===== src/rtl/adder_operand_stager_if.sv =====
// Bus bundle between a producer/consumer and the adder operand stager.
// The slave modport is the stager side; the master modport is the environment side.
interface adder_operand_stager_if #(
  parameter int WIDTH = 8,
  parameter int DEPTH = 4
);
  localparam int LW = $clog2(DEPTH) + 1;

  logic             clr;
  logic             in_valid;
  logic             in_ready;
  logic [WIDTH-1:0] in_a;
  logic [WIDTH-1:0] in_b;
  logic [WIDTH-1:0] a_out;
  logic [WIDTH-1:0] b_out;
  logic [WIDTH-1:0] sum_in;
  logic             res_valid;
  logic             res_ready;
  logic [WIDTH-1:0] res_data;
  logic [LW-1:0]    level;
  logic [7:0]       drop_cnt;

  modport slave (
    input  clr, in_valid, in_a, in_b, sum_in, res_ready,
    output in_ready, a_out, b_out, res_valid, res_data, level, drop_cnt
  );

  modport master (
    output clr, in_valid, in_a, in_b, sum_in, res_ready,
    input  in_ready, a_out, b_out, res_valid, res_data, level, drop_cnt
  );
endinterface


===== src/rtl/adder_operand_stager.sv =====
// Operand FIFO feeding an external combinational adder plus a registered result slot.
// Optional rejected-push counter enabled by defining ADDER_STAGER_DROP_CNT_EN.
module adder_operand_stager #(
  parameter int WIDTH = 8,
  parameter int DEPTH = 4
) (
  input  logic                    wb_clk_i,
  input  logic                    wb_rst_i,
  adder_operand_stager_if.slave   bus
);
  localparam int PW = $clog2(DEPTH);
  localparam int LW = PW + 1;
  localparam logic [LW-1:0] FULL_LVL = LW'(DEPTH);

  logic [2*WIDTH-1:0] mem_q [DEPTH];
  logic [PW-1:0]      wr_ptr_q, wr_ptr_d;
  logic [PW-1:0]      rd_ptr_q, rd_ptr_d;
  logic [LW-1:0]      level_q, level_d;
  logic               res_valid_q, res_valid_d;
  logic [WIDTH-1:0]   res_data_q, res_data_d;
  logic               in_ready_s, push_s, pop_s;
  logic [2*WIDTH-1:0] head_s;

  // Handshake decode; in_ready looks only at the registered level so a full FIFO never accepts.
  always_comb begin
    in_ready_s = (level_q != FULL_LVL);
    push_s     = bus.in_valid & in_ready_s & ~bus.clr;
    pop_s      = (level_q != {LW{1'b0}}) & (~res_valid_q | bus.res_ready) & ~bus.clr;
    if (level_q != {LW{1'b0}}) begin
      head_s = mem_q[rd_ptr_q];
    end else begin
      head_s = {(2*WIDTH){1'b0}};
    end
  end

  // Next-state for pointers, occupancy and result slot; clr dominates push/pop.
  always_comb begin
    wr_ptr_d    = wr_ptr_q;
    rd_ptr_d    = rd_ptr_q;
    level_d     = level_q;
    res_valid_d = res_valid_q;
    res_data_d  = res_data_q;
    if (bus.clr) begin
      wr_ptr_d    = {PW{1'b0}};
      rd_ptr_d    = {PW{1'b0}};
      level_d     = {LW{1'b0}};
      res_valid_d = 1'b0;
    end else begin
      if (push_s) begin
        wr_ptr_d = wr_ptr_q + 1'b1;
      end else begin
        wr_ptr_d = wr_ptr_q;
      end
      if (pop_s) begin
        rd_ptr_d    = rd_ptr_q + 1'b1;
        res_valid_d = 1'b1;
        res_data_d  = bus.sum_in;
      end else if (res_valid_q & bus.res_ready) begin
        res_valid_d = 1'b0;
      end else begin
        res_valid_d = res_valid_q;
      end
      case ({push_s, pop_s})
        2'b10:   level_d = level_q + 1'b1;
        2'b01:   level_d = level_q - 1'b1;
        default: level_d = level_q;
      endcase
    end
  end

  // Control and result state registers.
  always_ff @(posedge wb_clk_i or negedge wb_rst_i) begin
    if (!wb_rst_i) begin
      wr_ptr_q    <= {PW{1'b0}};
      rd_ptr_q    <= {PW{1'b0}};
      level_q     <= {LW{1'b0}};
      res_valid_q <= 1'b0;
      res_data_q  <= {WIDTH{1'b0}};
    end else begin
      wr_ptr_q    <= wr_ptr_d;
      rd_ptr_q    <= rd_ptr_d;
      level_q     <= level_d;
      res_valid_q <= res_valid_d;
      res_data_q  <= res_data_d;
    end
  end

  // Operand storage; contents are don't-care until written, so no reset.
  always_ff @(posedge wb_clk_i) begin
    if (push_s) begin
      mem_q[wr_ptr_q] <= {bus.in_a, bus.in_b};
    end
  end

`ifdef ADDER_STAGER_DROP_CNT_EN
  logic [7:0] drop_cnt_q, drop_cnt_d;

  // Saturating count of cycles where an offered pair was refused.
  always_comb begin
    if (bus.in_valid & ~in_ready_s & (drop_cnt_q != 8'hFF)) begin
      drop_cnt_d = drop_cnt_q + 8'd1;
    end else begin
      drop_cnt_d = drop_cnt_q;
    end
  end

  // Drop counter register, cleared only by reset.
  always_ff @(posedge wb_clk_i or negedge wb_rst_i) begin
    if (!wb_rst_i) begin
      drop_cnt_q <= 8'h00;
    end else begin
      drop_cnt_q <= drop_cnt_d;
    end
  end

  assign bus.drop_cnt = drop_cnt_q;
`else
  assign bus.drop_cnt = 8'h00;
`endif

  assign bus.in_ready  = in_ready_s;
  assign bus.a_out     = head_s[2*WIDTH-1:WIDTH];
  assign bus.b_out     = head_s[WIDTH-1:0];
  assign bus.res_valid = res_valid_q;
  assign bus.res_data  = res_data_q;
  assign bus.level     = level_q;
endmodule


===== src/flat_wrapper.sv =====
// flat-port wrapper written by rule: the top's interface ports become plain ports
module adder_operand_stager_flat 
#(
  parameter int WIDTH = 8,
  parameter int DEPTH = 4
)
  (wb_clk_i, wb_rst_i, bus_clr, bus_in_valid, bus_in_a, bus_in_b, bus_sum_in, bus_res_ready, bus_in_ready, bus_a_out, bus_b_out, bus_res_valid, bus_res_data, bus_level, bus_drop_cnt);
  adder_operand_stager_if #(.WIDTH(WIDTH), .DEPTH(DEPTH)) bus_i ();
  input  logic wb_clk_i;
  input  logic wb_rst_i;
  input wire logic [$bits(bus_i.clr)-1:0] bus_clr;
  input wire logic [$bits(bus_i.in_valid)-1:0] bus_in_valid;
  input wire logic [$bits(bus_i.in_a)-1:0] bus_in_a;
  input wire logic [$bits(bus_i.in_b)-1:0] bus_in_b;
  input wire logic [$bits(bus_i.sum_in)-1:0] bus_sum_in;
  input wire logic [$bits(bus_i.res_ready)-1:0] bus_res_ready;
  output wire logic [$bits(bus_i.in_ready)-1:0] bus_in_ready;
  output wire logic [$bits(bus_i.a_out)-1:0] bus_a_out;
  output wire logic [$bits(bus_i.b_out)-1:0] bus_b_out;
  output wire logic [$bits(bus_i.res_valid)-1:0] bus_res_valid;
  output wire logic [$bits(bus_i.res_data)-1:0] bus_res_data;
  output wire logic [$bits(bus_i.level)-1:0] bus_level;
  output wire logic [$bits(bus_i.drop_cnt)-1:0] bus_drop_cnt;
  assign bus_i.clr = bus_clr;
  assign bus_i.in_valid = bus_in_valid;
  assign bus_i.in_a = bus_in_a;
  assign bus_i.in_b = bus_in_b;
  assign bus_i.sum_in = bus_sum_in;
  assign bus_i.res_ready = bus_res_ready;
  assign bus_in_ready = bus_i.in_ready;
  assign bus_a_out = bus_i.a_out;
  assign bus_b_out = bus_i.b_out;
  assign bus_res_valid = bus_i.res_valid;
  assign bus_res_data = bus_i.res_data;
  assign bus_level = bus_i.level;
  assign bus_drop_cnt = bus_i.drop_cnt;
  adder_operand_stager #(.WIDTH(WIDTH), .DEPTH(DEPTH)) u_core (.wb_clk_i(wb_clk_i), .wb_rst_i(wb_rst_i), .bus(bus_i));
endmodule

===== config.mk =====
export PLATFORM = sky130hd
export DESIGN_NAME = adder_operand_stager_flat
export DESIGN_NICKNAME = d
export VERILOG_FILES = /design/src/rtl/adder_operand_stager_if.sv /design/src/rtl/adder_operand_stager.sv /design/src/flat_wrapper.sv
export SDC_FILE = /design/constraint.sdc
export NUM_CORES = 1
export LEC_CHECK = 0
export ABC_AREA = 1
export CORE_MARGIN = 3
export CORE_UTILIZATION = 45
export CTS_CLUSTER_DIAMETER = 200
export DETAILED_ROUTE_END_ITERATION = 16
export GPL_TIMING_DRIVEN = 0
export HOLD_SLACK_MARGIN = 0.03
export PLACE_DENSITY = 0.76
export SLEW_MARGIN = 20
export SYNTH_ARGS = -nofsm -noshare
export SYNTH_HDL_FRONTEND = slang
export SYNTH_SLANG_ARGS = --single-unit

===== constraint.sdc =====
create_clock -name wb_clk_i -period 2.8 [get_ports wb_clk_i]
set_input_delay 0.28 -clock wb_clk_i [delete_from_list [all_inputs] [get_ports wb_clk_i]]
set_output_delay 0.28 -clock wb_clk_i [all_outputs]
set_load 0.01 [all_outputs]

# Word-level counts from Yosys, hierarchy flattened
# Memories as Yosys holds them, arrays and structs flattened.
# Cells that the tools add are included.
dict set report word_totals {
  latchBits 0
  n_memories 1
  mem_bits_rw 64
  rom_bits 0
  inputBits 29
  output_inout_bits 37
  regBits 16
  word_cells 39
}
# name depth word_bits rd rd_ports_with_merged_regs wr line
set mem_list {}
lappend mem_list {u_core.mem_q 4 16 1 0 1 adder_operand_stager.sv:15} ;# logic [2*WIDTH-1:0] mem_q [DEPTH];
dict set report classes {
  n_reduce_logical 6
  n_shift 0
  div 0
  addsub 4
  eq_ne 3
  n_bitwise 8
  mux 12
  n_lt_le_gt_ge 0
  multipliers 0
}
# cell count
set ops {}
lappend ops {{$mux W16} 1}
lappend ops {{$reduce_bool A3 Y1} 3}
lappend ops {{$mux W2} 4}
lappend ops {{$pmux W3 S2} 1}
lappend ops {{$and A1 B1 Y1} 5}
lappend ops {{$mux W1} 5}
lappend ops {{$add A2 B1 Y2 const B} 2}
lappend ops {{$reduce_bool A2 Y1} 2}
lappend ops {{$add A3 B1 Y3 const B} 1}
lappend ops {{$mux W3} 1}
lappend ops {{$ne A3 B3 Y1 const B} 1}
lappend ops {{$sub A3 B1 Y3 const B} 1}
lappend ops {{$eq A2 B1 Y1 const B} 1}
lappend ops {{$eq A2 B2 Y1 const B} 1}
lappend ops {{$not A1 Y1} 2}
lappend ops {{$reduce_and A2 Y1} 1}
lappend ops {{$or A1 B1 Y1} 1}

# Logic depth before layout (Yosys ltp)
dict set report logic_depth {
  ltp_word 7
  depth_mapped 12
  ltp_nobuf 12
}

# Worst setup path after synthesis
# Ideal clock, no wire load.
dict set report synth_path {
  kind {register -> register}
  from {register u_core.level_q[0] (netlist: u_core.bus.level[0])}
  to {memory u_core.mem_q[0][0] (netlist bit) (enable)}
  path_stages_with_launch 7
  setup_time_ns 0.389
  path_buffers 0
  t_required_ns 2.411
  slack_ns 0.712
  arrival_time_ns 1.699
  synth_period_minus_slack_ns 2.088
  path_cell_list {dfrtp_1 -> nor2_2 -> nand2_2 -> nand2_4 -> nor2_1 -> inv_1 -> nor2_1}
}
dict set report synth_via {
  elab_chain_len 5
}
# element line
set synth_rtl {}
lappend synth_rtl {{from (decl)} adder_operand_stager.sv:18} ;# logic [LW-1:0] level_q, level_d;
lappend synth_rtl {{from (signal assigned)} adder_operand_stager.sv:76} ;# level_q <= {LW{1'b0}};
lappend synth_rtl {{from (signal assigned)} adder_operand_stager.sv:82} ;# level_q <= level_d;
lappend synth_rtl {{$ne A3 B3 Y1} adder_operand_stager.sv:26} ;# in_ready_s = (level_q != FULL_LVL);
lappend synth_rtl {{net bus_in_ready} flat_wrapper.sv:17} ;# output wire logic [$bits(bus_i.in_ready)-1:0] bus_in_ready;
lappend synth_rtl {{$and A1 B1 Y1 (2 in series)} adder_operand_stager.sv:27} ;# push_s = bus.in_valid & in_ready_s & ~bus.clr;
lappend synth_rtl {{$mux W1} adder_operand_stager.sv:90} ;# if (push_s) begin
lappend synth_rtl {{$mux W1 (not written as such)} adder_operand_stager.sv:91} ;# mem_q[wr_ptr_q] <= {bus.in_a, bus.in_b};
lappend synth_rtl {{to (decl)} adder_operand_stager.sv:15}
# The timed path passes the listed nets, and every way through them passes these cells.

# Worst setup path after layout
dict set report layout_path {
  from {register u_core.rd_ptr_q[0]}
  to {output port bus_a_out[3]}
}
dict set report layout_via {
  elab_chain_len 2
}
# element line
set layout_rtl {}
lappend layout_rtl {{from (decl)} adder_operand_stager.sv:17} ;# logic [PW-1:0] rd_ptr_q, rd_ptr_d;
lappend layout_rtl {{from (signal assigned)} adder_operand_stager.sv:75} ;# rd_ptr_q <= {PW{1'b0}};
lappend layout_rtl {{from (signal assigned)} adder_operand_stager.sv:81} ;# rd_ptr_q <= rd_ptr_d;
lappend layout_rtl {{$mem_v2 Z4 W16} -}
lappend layout_rtl {{$mux W16} adder_operand_stager.sv:29} ;# if (level_q != {LW{1'b0}}) begin
lappend layout_rtl {{to (decl)} flat_wrapper.sv:18} ;# output wire logic [$bits(bus_i.a_out)-1:0] bus_a_out;
# Every way passes these cells.

==> results_dict.tcl <==
set metrics [dict create \
    fp.dieArea_mm2 0.00865 \
    worstSkewPairLatency_ns 0.36 \
    grt_use_total_pct 16.9 \
    max-cap-violations 0 \
    layout.nets 412 \
    die_y_um 93.0 \
    setup-tns-final_ns 0 \
    post-synth-top-area-cell "sky130_fd_sc_hd__edfxtp_1" \
    cts.clk_slew.worst_paths_ns 0.08 \
    synth_edf_count 64 \
    via_count 2281 \
    run_status "finished, final reports clean" \
    yosys.area.top_type_share_pct 56.4 \
    fin_crit_ns 2.61 \
    synth.cell_area_mm2 0.00341 \
    worst_r2r_endpoint "u_core.mem_q[0][5]" \
    critPathMaxFanout 10 \
    synth.most_common_cell "sky130_fd_sc_hd__nor2_1" \
    worst_vdd_drop_v 0.000521 \
    fin_ws_ns 0.191 \
    cts.sink_count 80 \
    tritoncts.num_buffers 9 \
    worst_slew_margin_rel_pct 37.8 \
    syn_area_per_cell_um2 11.3 \
    flow.area_growth_from_synthesis_pct 27.7 \
    placement.io_buffers 57 \
    crit_required_ns 2.52 \
    synth_top_cells_by_count "72 x sky130_fd_sc_hd__nor2_1, 64 x sky130_fd_sc_hd__edfxtp_1, 39 x sky130_fd_sc_hd__nand2_1, 34 x sky130_fd_sc_hd__o21ai_0, 17 x sky130_fd_sc_hd__a21oi_1" \
    floorplan.rows 31 \
    finalInstanceArea_mm2 0.00435 \
    worst-slew-pin-transition_ns 0.932 \
    n_antenna_cell 0 \
    worstPathArrival_ns 2.33 \
    wl_per_cell_um 14.1 \
    leading_cell_types_by_total_area_after_synthesis "sky130_fd_sc_hd__edfxtp_1 56%, sky130_fd_sc_hd__dfrtp_1 12%, sky130_fd_sc_hd__nor2_1 7.9%, sky130_fd_sc_hd__o21ai_0 5.0%, sky130_fd_sc_hd__nand2_1 4.3%" \
    max-clock-path-buffers 2 \
    asyncSetResetFlopFracSynth_pct 20.0 \
    ios 66 \
    grt_pass1_vias 2296 \
    fin_util_pct 59.7 \
    finalHoldViolations 0 \
    synth_warnings 0 \
    vias_per_cell 4.73 \
    gp_routability_congestion 0.806 \
    drive_above_1_share_pct 13.8 \
    r2r-start "u_core.bus.level[0]" \
    clk_root_buffer_cell "sky130_fd_sc_hd__clkbuf_8" \
    synth_sequential_area_ratio_pct 68.2 \
    core_footprint_mm2 0.00729 \
    synth_ff_type "sky130_fd_sc_hd__edfxtp_1" \
    detail_route.drc_violations 0 \
    placedInstanceArea_mm2 0.00415 \
    power_leakage_nw 1.69 \
    min_path_type "input pin to asynchronous set/reset pin" \
    pwr_density_cell_mw_per_mm2 892 \
    grt_pass1_wl_um 11100 \
    cts_tree "built" \
    ff2ff_path_depth 6 \
    pre_cts_ws_ns 0.458 \
    gr-total-overflow 0 \
    synth.lib_cells_used.distinct 25 \
    reg2reg_setup_slack_ns 0.66 \
    postSynthCellCount 302 \
    total_half_perimeter_wirelength_after_legalization_and_detailed_placement_um 4500 \
    timing.setup.critical_path_class "register to primary output" \
    yosys_register_bits 80 \
    detail_route.first_pass.iterations 4 \
    grt_antenna_before_repair 0 \
    chipWidth_um 93.0 \
    maximum_achievable_frequency_mhz 383 \
    cts_max_level 3 \
    grt_start_max_net_pins 17 \
    route.final.wire_length_um 6800 \
    finalCritPeriodShare_pct 93.2 \
    initial_standard_cell_utilization_of_the_core_pct 46.7 \
    fillers 607 \
    antenna_violating_nets_post_route 0 \
    drt-initial-drc-count 170 \
    cp_endpoint_kind "primary output" \
    final-setup-viol-count 0 \
    final-max-slew-violation-count 0 \
    clock-skew-final_ns 0.0121 \
    rsz0062_at_grt "no" \
    startpoint_type "register" \
]
==> worst max-delay path by stage <==
| stage | endpoint | from | cells after the start | slack [ns] |
|---|---|---|---|---|
| 2_1_floorplan | u_core.mem_q[0][0] | u_core.bus.level[0] | 6 | 0.71 |
| 3_3_place_gp | u_core.mem_q[2][7] | bus_in_valid | 5 | 0.11 |
| 3_5_place_dp | u_core.mem_q[0][7] | bus_in_valid | 5 | 0.46 |
| 4_1_cts | bus_b_out[1] | u_core.rd_ptr_q[0] | 6 | 0.15 |
| 5_1_grt | bus_a_out[4] | u_core.rd_ptr_q[0] | 6 | 0.03 |
| 6_report | bus_a_out[3] | u_core.rd_ptr_q[0] | 6 | 0.19 |
==> registers in the layout (all words and copies together) (netlist names) <==
register / count
u_core.rd_ptr_q: 2
u_core.bus.res_data: 8
u_core.wr_ptr_q: 2
u_core.bus.level: 3
u_core.bus.res_valid: 1
u_core.mem_q: 64
==> stage by stage <==
step | cells | power [W] | hold WS [ns]
after detailed placement | 466 | 0.00307 | 0.469
after global placement | 465 | 0.00304 | 0.461
final | 482 | 0.00388 | 0.363
after CTS | 482 | 0.00392 | 0.378
after floorplan | 309 | 0.00234 | -0.0156
after global routing | 482 | 0.00415 | 0.416
==> critical path: stages (launching register included) <==
cell and delay, ns:
sky130_fd_sc_hd__dfrtp_1 0.36, sky130_fd_sc_hd__buf_2 0.16, sky130_fd_sc_hd__inv_2 0.10, sky130_fd_sc_hd__clkbuf_1 0.39
sky130_fd_sc_hd__o21ai_0 0.17, sky130_fd_sc_hd__a21oi_1 0.22, sky130_fd_sc_hd__clkdlybuf4s50_1 0.58
==> cell type report <==
| class | instances | area, um^2 | share of cell area, % |
|---|---|---|---|
| plain buffers | 19 | 111 | 2.56 |
| clock buffers | 11 | 141 | 3.25 |
| clock inverters | 5 | 56.3 | 1.29 |
| inverters | 19 | 87.6 | 2.01 |
| multi-input cells | 191 | 922 | 21.2 |
| flip-flops and latches | 80 | 2320 | 53.4 |
| well taps | 99 | 124 | 2.85 |
| repair buffers | 58 | 586 | 13.5 |
==> per-layer routing <==
| layer | up-vias | wire length, um | part of all wire (%) | global-route usage (%) |
|---|---|---|---|---|
| met1 | 1048 | 2880 | 42 | 21.1 |
| met2 | 78 | 3320 | 49 | 27.7 |
| met5 | - | 0 | 0 | 0 |
| met3 | 8 | 523 | 7.7 | 6.19 |
| met4 | 0 | 81 | 1.2 | 5.13 |
| li1 | 1147 | - | - | - |
==> cells by family after synthesis <==
logic type,after synthesis,share of synthesized area (%)
xor gates and xnor gates,1,0.257
and+or+nand+nor,121,15.1
DFF,80,68.2
buffers and inverters,38,5.80
adders and majority gates,5,2.06
other,1,0.110
AOI/OAI and AO/OA,56,8.45
==> cell usage in the layout, fill, tap and decap left out, drive strengths merged <==
cell and instances:
nor2 73, edfxtp 64, clkdlybuf4s50 57, nand2 45
o21ai 37, a21oi 19, inv 19, buf 17
dfrtp 16, clkbuf 14, conb 8, ha 4
nand3 3, clkinv 2, bufinv 2, xnor2 1
fa 1, clkinvlp 1
==> report_power, final <==
| part | switching, W | internal [W] |
|---|---|---|
| registers | 0.0000733 | 0.00143 |
| clock network | 0.000405 | 0.000436 |
| logic | 0.000844 | 0.000695 |
==> what timing repair did <==
action	4_1_cts	5_1_grt
endpoints found under the setup margin	0	1
resized for setup	0	2
endpoints found under the hold margin	0	0
hold buffers	0	0
setup buffers	0	0
(Power assumes the default switching activity.)
